===== src/rtl/regfile_mp.sv =====
// Multi-port register file for the RV32I core with a post-reset zeroing sweep,
// optional write-to-read bypass and a per-register busy scoreboard for RAW hazards.
module regfile_mp #(
   parameter int unsigned XLEN     = 32,
   parameter int unsigned NREGS    = 32,
   parameter int unsigned NREAD    = 2,
   parameter int unsigned ZERO_REG = 1,
   parameter int unsigned BYPASS   = 1,
   localparam int unsigned AW      = $clog2(NREGS)
) (
   input  logic                    Clk,
   input  logic                    Rst_n,
   input  logic [NREAD*AW-1:0]     AddrR,
   output logic [NREAD*XLEN-1:0]   DataR,
   output logic [NREAD-1:0]        BusyR,
   input  logic                    WEn,
   input  logic [AW-1:0]           AddrW,
   input  logic [XLEN-1:0]         DataW,
   input  logic                    ResvEn,
   input  logic [AW-1:0]           AddrRv,
   output logic                    Ready
);

   typedef enum logic {CLEAR, RUN} state_t;

   state_t            state;
   logic [AW-1:0]     cnt;
   logic [NREGS-1:0]  busy;
   logic [NREGS-1:0]  busy_nxt;
   logic [XLEN-1:0]   mem [NREGS];
   logic              run;
   logic              wr_ok;
   logic              resv_ok;

   assign run     = (state == RUN);
   assign wr_ok   = run && WEn    && !((ZERO_REG != 0) && (AddrW  == '0));
   assign resv_ok = run && ResvEn && !((ZERO_REG != 0) && (AddrRv == '0));
   assign Ready   = run;

   // A reserve issued alongside a write to the same register wins: it is a newer producer.
   always_comb begin
      busy_nxt = busy;
      if (wr_ok)
         busy_nxt[AddrW] = 1'b0;
      if (resv_ok)
         busy_nxt[AddrRv] = 1'b1;
   end

   always_ff @(posedge Clk) begin
      if (!Rst_n) begin
         state <= CLEAR;
         cnt   <= '0;
         busy  <= '0;
      end else if (!run) begin
         cnt <= cnt + AW'(1);
         if (cnt == AW'(NREGS - 1))
            state <= RUN;
      end else begin
         busy <= busy_nxt;
      end
   end

   // Storage is deliberately not reset; the CLEAR sweep zeroes it one entry per cycle.
   always_ff @(posedge Clk) begin
      if (Rst_n) begin
         if (!run)
            mem[cnt] <= '0;
         else if (wr_ok)
            mem[AddrW] <= DataW;
      end
   end

   for (genvar i = 0; i < NREAD; i++) begin : g_rd
      logic [AW-1:0]   addr;
      logic [XLEN-1:0] data;

      assign addr = AddrR[i*AW +: AW];

      always_comb begin
         data = mem[addr];
         if ((BYPASS != 0) && wr_ok && (AddrW == addr))
            data = DataW;
         if (((ZERO_REG != 0) && (addr == '0)) || !run)
            data = '0;
      end

      assign DataR[i*XLEN +: XLEN] = data;
      assign BusyR[i]              = run & busy[addr];
   end

endmodule


===== config.mk =====
export PLATFORM = sky130hd
export DESIGN_NAME = regfile_mp
export DESIGN_NICKNAME = d
export VERILOG_FILES = /design/src/rtl/regfile_mp.sv
export SDC_FILE = /design/constraint.sdc
export NUM_CORES = 1
export LEC_CHECK = 0
export CAP_MARGIN = 30
export CORE_MARGIN = 2
export CORE_UTILIZATION = 62
export DETAILED_ROUTE_END_ITERATION = 12
export GPL_ROUTABILITY_DRIVEN = 0
export PLACE_DENSITY_LB_ADDON = 0.05
export SLEW_MARGIN = 20
export SYNTH_ARGS = -nofsm -noshare
export SYNTH_HDL_FRONTEND = slang
export SYNTH_SLANG_ARGS = --single-unit

===== constraint.sdc =====
create_clock -name Clk -period 4.8 [get_ports Clk]
set_clock_uncertainty 0.15 [all_clocks]
set_input_delay 0.96 -clock Clk [delete_from_list [all_inputs] [get_ports Clk]]
set_output_delay 0.96 -clock Clk [all_outputs]
set_load 0.05 [all_outputs]

==> run metrics, run 1 <==
Die Span X 291 µm; number of flops mapped to enable cells by yosys 1024; sequential share of the synthesized area 61.8%; Highest Signal Layer met4; post-synthesis mux area share 26.6%; M1 WL 55000 µm; area grow syn2layout 16.1%; Largest delay share family, worst path buffers and inverters; Post-Synth Simple-Gate Area 3.28%; max_slew headroom approximately two fifths; crit share post-route 97.3%; Int Power 15.1 mW; CTS tree done; PD cells approximately 330 nW/µm²; CP max stage cell a311oi_1; Slew Limit Fails 0; Setup TNS 0 ns; Leak Pwr 17.9 nW; Async SR Flop Fraction 0%; clock share of power approximately 40%; total CTS buffers 106; Gates resized, CTS repair 0; VDD IR max 302 µV; Synth Area in XOR/XNOR less than 1%; Post-CTS Setup Bufs 0; WL met2 about 72000 µm; sequential power share 51.6%; clock tree buffer depth 3; worst path cell trace buf_8 > buf_12 > buf_12 > mux4_2 > nand2_1 > a21oi_1 > a311oi_1 > buf_4 > o211ai_1 > buf_12; RSZ-0062 raised after global routing no; Synth Area in Adders less than 1%; post-DR wirelength/cell 37.1 µm; layout net count just over 3000; Avg Cell Area, Syn 18.3 µm²; Worst Setup End Kind output port; ratio of cells with drive above 1 in the final layout 33.2%; vias per cell 7.53; die area 84600 µm²; largest net degree at the start of global routing 51; status finished clean; Syn Inst Count 2783; first-iteration detailed-routing DRC count 4786; first-pass GRT wire length 225000 µm; GR Overflow Total 0; DR DRC count 0; vias 31800; met3 WL 21700 µm; post-synthesis compound-gate area fraction around 5.4%; Least-Margin Pin Slew 0.882 ns; CTS root buffer clkbuf_16; Syn Nets 2841; largest family of logic cells by synthesized area multiplexers; Die Height 291 µm; # setup viols final 0; critical path class in2out; worst skew pair latency 0.67 ns; synth unique cells 67; CP max FO 27; row count roughly 110; Data required, critical path 3.69 ns; Top cell by count, worst path buf_12; ys flop type edfxtp_1; Critical Path AT ~3.6 ns; CP max stage delay 0.53 ns; Net Sw Frac 22.8%; CTS clk-pin slew, worst paths 0.07 ns; Setup WS post-layout 0.129 ns; fill count 4940; CP startpoint kind primary input; clk sinks about 1100; Ys Warns 0; final core utilization between 70% and 80%; min cycle time layout 4.67 ns; drt pass-1 iters 6; port bufs approximately 120; CTS Hold Buffers Added 0; Hold Fails Final Rpt 0; worst hold path type reg2reg; NetSw 4.46 mW; Power Total 19.6 mW; DP HPWL 94000 µm; Tot GR Track Use a little under two fifths; Place WS about 0.28 ns; initial core utilization 62.4%; Synth Cell Area 51000 µm²; combinational fraction of design power around 8%; htree depth 3; Yosys reg bits 1062; highest clock rate 0.214 GHz; Final ANT Viol Nets 0; Buf+Inv Stages, Crit Path 5; initial antenna violation count 2; max_cap viols 0; I/O pin count 123; Core Box Area approximately 82000 µm²; vias in the first global route 32200; final WL between 150000 and 200000 µm
## stage by stage
stage | cell area [µm²] | hold WS, ns | cells
finish | 59200 | 0.351 | 4220
global route | 59200 | 0.356 | 4218
CTS | 59100 | 0.344 | 4207
detailed placement | 55800 | 0.335 | 4011
global placement | 55700 | 0.321 | 4009
floorplan | 51000 | 0.297 | 2783
## synth_stat cells (5+ instances only)
cell type	count	area share, %
or2_1	7	0.086
nor2b_1	12	0.15
nor2_1	69	0.51
nand3_1	31	0.30
o22ai_1	17	0.21
nand2_1	88	0.65
a22o_1	12	0.21
buf_2	39	0.38
o31ai_1	18	0.26
a221o_1	26	0.51
nand2b_1	25	0.31
o21ai_1	32	0.31
o2bb2ai_1	32	0.55
mux2_1	20	0.44
buf_6	33	0.73
clkbuf_1	104	0.77
and2_1	38	0.47
mux4_2	494	22
dfxtp_1	38	1.5
o21ai_0	44	0.43
o32ai_1	12	0.21
a31oi_1	5	0.061
a221oi_1	65	1.1
buf_4	29	0.43
a21oi_1	79	0.78
buf_1	19	0.14
nor3_1	39	0.38
a221oi_2	8	0.24
inv_1	23	0.17
xor2_1	9	0.15
nor3b_1	6	0.088
mux2i_1	219	4.3
edfxtp_1	1024	60
## layer usage
layer	vias to the layer above	track usage, %
li1	12400	-
met1	16300	52.1
met2	2588	56.5
met3	504	9.77
met4	0	16.8
met5	-	0
## final timing paths
kind,from,end,slack [ns],cells past startpoint
hold / removal,busy[1],busy[1],0.35,2
setup reg to reg,Ready,mem[18][20],1.60,8
hold reg to reg,busy[1],busy[1],0.35,2
setup / recovery,AddrR[0],DataR[12],0.13,10
## worst register-to-register path: cells and delay by family (launching register included)
family | cells | cell delay, ns
buffers and inverters | 3 | 0.85
and+or+nand+nor | 4 | 1.40
AOI/OAI and AO/OA | 1 | 0.16
DFF | 1 | 0.33
## cells in the final DEF, fill, tap and decap left out, types with 17 or more instances in the layout
| cell | count |
|---|---|
| o2bb2ai_1 | 32 |
| mux2_1 | 20 |
| mux2i_1 | 219 |
| nand3_1 | 31 |
| dfxtp_1 | 38 |
| clkdlybuf4s50_1 | 47 |
| clkbuf_1 | 27 |
| o31ai_1 | 18 |
| nor2_4 | 34 |
| nor3_1 | 39 |
| clkbuf_16 | 107 |
| and2_1 | 36 |
| nand2_1 | 88 |
| buf_4 | 218 |
| nor2_1 | 35 |
| nand2b_1 | 25 |
| o21ai_0 | 44 |
| a21oi_1 | 79 |
| a221oi_1 | 65 |
| o22ai_1 | 17 |
| clkinv_1 | 24 |
| buf_12 | 112 |
| mux4_2 | 494 |
| edfxtp_1 | 1024 |
| a221o_1 | 26 |
| inv_1 | 22 |
| o21ai_1 | 32 |
## final cells by class
cell class / count / area (µm²) / share of cell area [%]
Clock inverter: 60 / 475 / 0.803
Clock buffer: 136 / 2810 / 4.74
Multi-Input combinational cell: 1469 / 18400 / 31.1
Tap cell: 1070 / 1340 / 2.26
Timing Repair Buffer: 394 / 4580 / 7.74
Antenna cell: 2 / 5.00 / 0.00845
Sequential cell: 1062 / 31500 / 53.2
Inverter: 27 / 101 / 0.171
## state kept, by name (all words and copies together) (netlist names)
register,flops
Ready,1
busy,32
cnt,5
mem,1024
## logic make-up after synthesis
group | Yosys count
buffers and inverters | 252
flip-flops | 1062
AO/OA/AOI/OAI | 382
XOR/XNOR | 12
adder cells (fa/ha/maj) | 2
multiplexers | 733
AND/OR/NAND/NOR | 340
## power groups by stage
stage	Clock [mW]	Combinational, mW	Sequential, mW
floorplan	0	0.939	10.3
global placement	0	1.53	10.3
detailed placement	0	1.53	10.3
CTS	7.98	1.54	10.1
global route	8.33	1.61	10.1
finish	7.93	1.56	10.1
Power figures use the tool's default switching activity.
==> inputs of run 2 (changes only) <==
--- a/config.mk
+++ b/config.mk
@@ -7,8 +7,9 @@
 export LEC_CHECK = 0
 export CAP_MARGIN = 30
 export CORE_MARGIN = 2
-export CORE_UTILIZATION = 62
+export CORE_UTILIZATION = 64
 export DETAILED_ROUTE_END_ITERATION = 12
+export DONT_BUFFER_PORTS = 1
 export GPL_ROUTABILITY_DRIVEN = 0
 export PLACE_DENSITY_LB_ADDON = 0.05
 export SLEW_MARGIN = 20
==> constraint.sdc (replaced) <==
create_clock -name Clk -period 4.8 [get_ports Clk]
set_clock_uncertainty 0.15 [all_clocks]
set_input_delay 0.96 -clock Clk [delete_from_list [all_inputs] [get_ports Clk]]
set_output_delay 0.96 -clock Clk [all_outputs]
set_load 0.02 [all_outputs]
==> run 2 against run 1 <==
The flow now finishes with violations (slew limit, setup timing). Combinational power decreased by 37%. Highest routed layer is now met5. Hold slack got worse by 0.073 ns. Clock power increased by 6.9%. Via count decreased by 3.7%. Sequential power about the same. Die area decreased by 3.1%. Critical path depth decreased by 3. Register-to-register slack got worse by 0.77 ns. Utilization decreased by 1.2 points. Cell count decreased by 6.7%.
==> run metrics, run 2 (synthesized netlist as in run 1, its figures left out) <==
Data required, critical path 3.69 ns (about the same); Critical Path AT 4.48 ns (+0.92 ns); worst skew pair latency 0.66 ns (about the same); status finished, violations left; Place WS 0.224 ns (-0.0547 ns); Leak Pwr 16.5 nW (-8.1%); max FFs per register 1024 (unchanged); failing checks slew limit, setup timing; Setup WS post-layout -0.787 ns (-0.916 ns); VDD IR max 300 µV (-0.81%); post-DR wirelength/cell 37.9 µm (+2.3%); sequential power share 51.7% (about the same); max_slew headroom -33.0% (-74 points); min cycle time layout 5.59 ns (+0.916 ns); commonest non-fill, non-tap cells in the layout edfxtp_1, mux4_2, mux2i_1; Net Sw Frac 20.8% (-2.0 points); Core Box Area 79000 µm² (-3.3%); dpl cells 3721 (-7.2%); Post-CTS Setup Bufs 0 (unchanged); critical path class in2out; initial core utilization 64.6% (+2.1 points); Die Height 286 µm (-1.6%); top flop regs mem (1024), busy (32), cnt (5); initial antenna violation count 3 (+1); total CTS buffers 108 (+1.9%); final WL 149000 µm (-4.6%); port bufs 0 (-100%); Power Total 19.6 mW (-0.15%); DP HPWL 82000 µm (-13%); CTS tree done; clock share of power 43.3% (+2.8 points); Hold Fails Final Rpt 0 (unchanged); Slew Limit Fails 233 (+233); vias in the first global route 30700 (-4.8%); worst hold path type in2reg; GR Overflow Total 0 (unchanged); CTS clk-pin slew, worst paths 0.06 ns (about the same); vias per cell 7.78 (+3.2%); clock tree buffer depth 3 (unchanged); drt pass-1 iters 6 (unchanged); PD cells 348 nW/µm² (+5.0%); Tot GR Track Use 36.8% (-0.62 points); Top reg by flops mem; NetSw 4.07 mW (-8.8%); CP startpoint kind primary input; DR DRC count 0 (unchanged); largest net degree at the start of global routing 364 (+610%); Int Power 15.5 mW (+2.4%); crit share post-route 116% (+19 points); antenna cells 0 (-2); first-iteration detailed-routing DRC count 4361 (-8.9%); Least-Margin Pin Slew 1.99 ns (+1.11 ns); # setup viols final 18 (+18); area grow syn2layout 10.4%; I/O pin count 123 (unchanged); vias 30600 (-3.7%); clk sinks 1062 (unchanged); RSZ-0062 raised after global routing no; highest clock rate 0.179 GHz (-16%); htree depth 3 (unchanged); fill count 4865 (-1.5%); max_cap viols 0 (unchanged); CTS root buffer clkbuf_16; final core utilization 71.3% (-1.2 points); most common cell after layout, fill and taps aside edfxtp_1; Post-Layout Cell Count 3936 (-6.7%); Die Span X 286 µm (-1.6%); first-pass GRT wire length 213000 µm (-5.0%); cell area after layout 56300 µm² (-4.9%); layout net count 2858 (-8.3%); Gates resized, CTS repair 0 (unchanged); CP max FO 363 (+1200%); die area 82000 µm² (-3.1%); combinational fraction of design power 5.0% (-3.0 points); Worst Setup End Kind output port; Final ANT Viol Nets 0 (unchanged); Placed Area 52500 µm² (-5.9%); row count 103 (-1.9%); CTS Hold Buffers Added 0 (unchanged); ratio of cells with drive above 1 in the final layout 29.2% (-4.0 points)
## run 2: changes by cell type in the layout (fill, tap and decap cells not counted), sizes merged
cell / previous run / this run
bufinv: 4 / 13
clkinv: 42 / 44
diode: 2 / 0
inv: 34 / 28
clkbuf: 137 / 127
buf: 346 / 132
clkinvlp: 7 / 11
clkdlybuf4s50: 47 / 0
## run 2: layout make-up
type / count / area, µm² / area share, %
tap: 1050 / 1310 / 2.33
multi-input combinational: 1469 / 18400 / 32.7
inverter: 27 / 101 / 0.180
sequential: 1062 / 31500 / 56.0
clock inverter: 69 / 711 / 1.26
timing repair buffer: 132 / 1430 / 2.55
clock buffer: 127 / 2820 / 5.00
## run 2: power by group through the flow
stage	Sequential [mW]	Combinational, mW	Clock (mW)
3_5_place_dp	10.3	0.938	0
5_1_grt	10.1	0.987	8.87
4_1_cts	10.1	0.943	8.50
3_3_place_gp	10.3	0.927	0
2_1_floorplan	10.3	0.939	0
6_report	10.1	0.981	8.48
## run 2: worst max-delay path, cell delays in order
cell and delay (ns):
mux4_2 1.11, nand3_1 0.10, o21ai_1 0.07, nor3_1 0.87, o31ai_1 0.16, buf_4 0.18
buf_4 0.14
## run 2: per-stage QoR
step	hold WS (ns)	TNS, ns
final	0.279	-5.55
after detailed placement	0.327	0
after global placement	0.321	0
after global routing	0.268	0
after floorplan	0.297	0
after CTS	0.256	0
## run 2: layer usage
metal,GRT usage [%],vias up,wire (µm)
met5,0,-,26
met4,13.9,4,6370
li1,-,11900,-
met2,56.5,2350,69300
met3,9.62,433,20800
met1,51.6,15900,52800
## run 2: final timing paths
kind | end | startpoint | slack (ns) | depth (start not counted)
min | busy[0] | Rst_n | 0.28 | 1
max | DataR[16] | AddrR[0] | -0.79 | 7
max reg2reg | mem[0][5] | Ready | 0.83 | 6
min reg2reg | busy[30] | busy[30] | 0.34 | 2
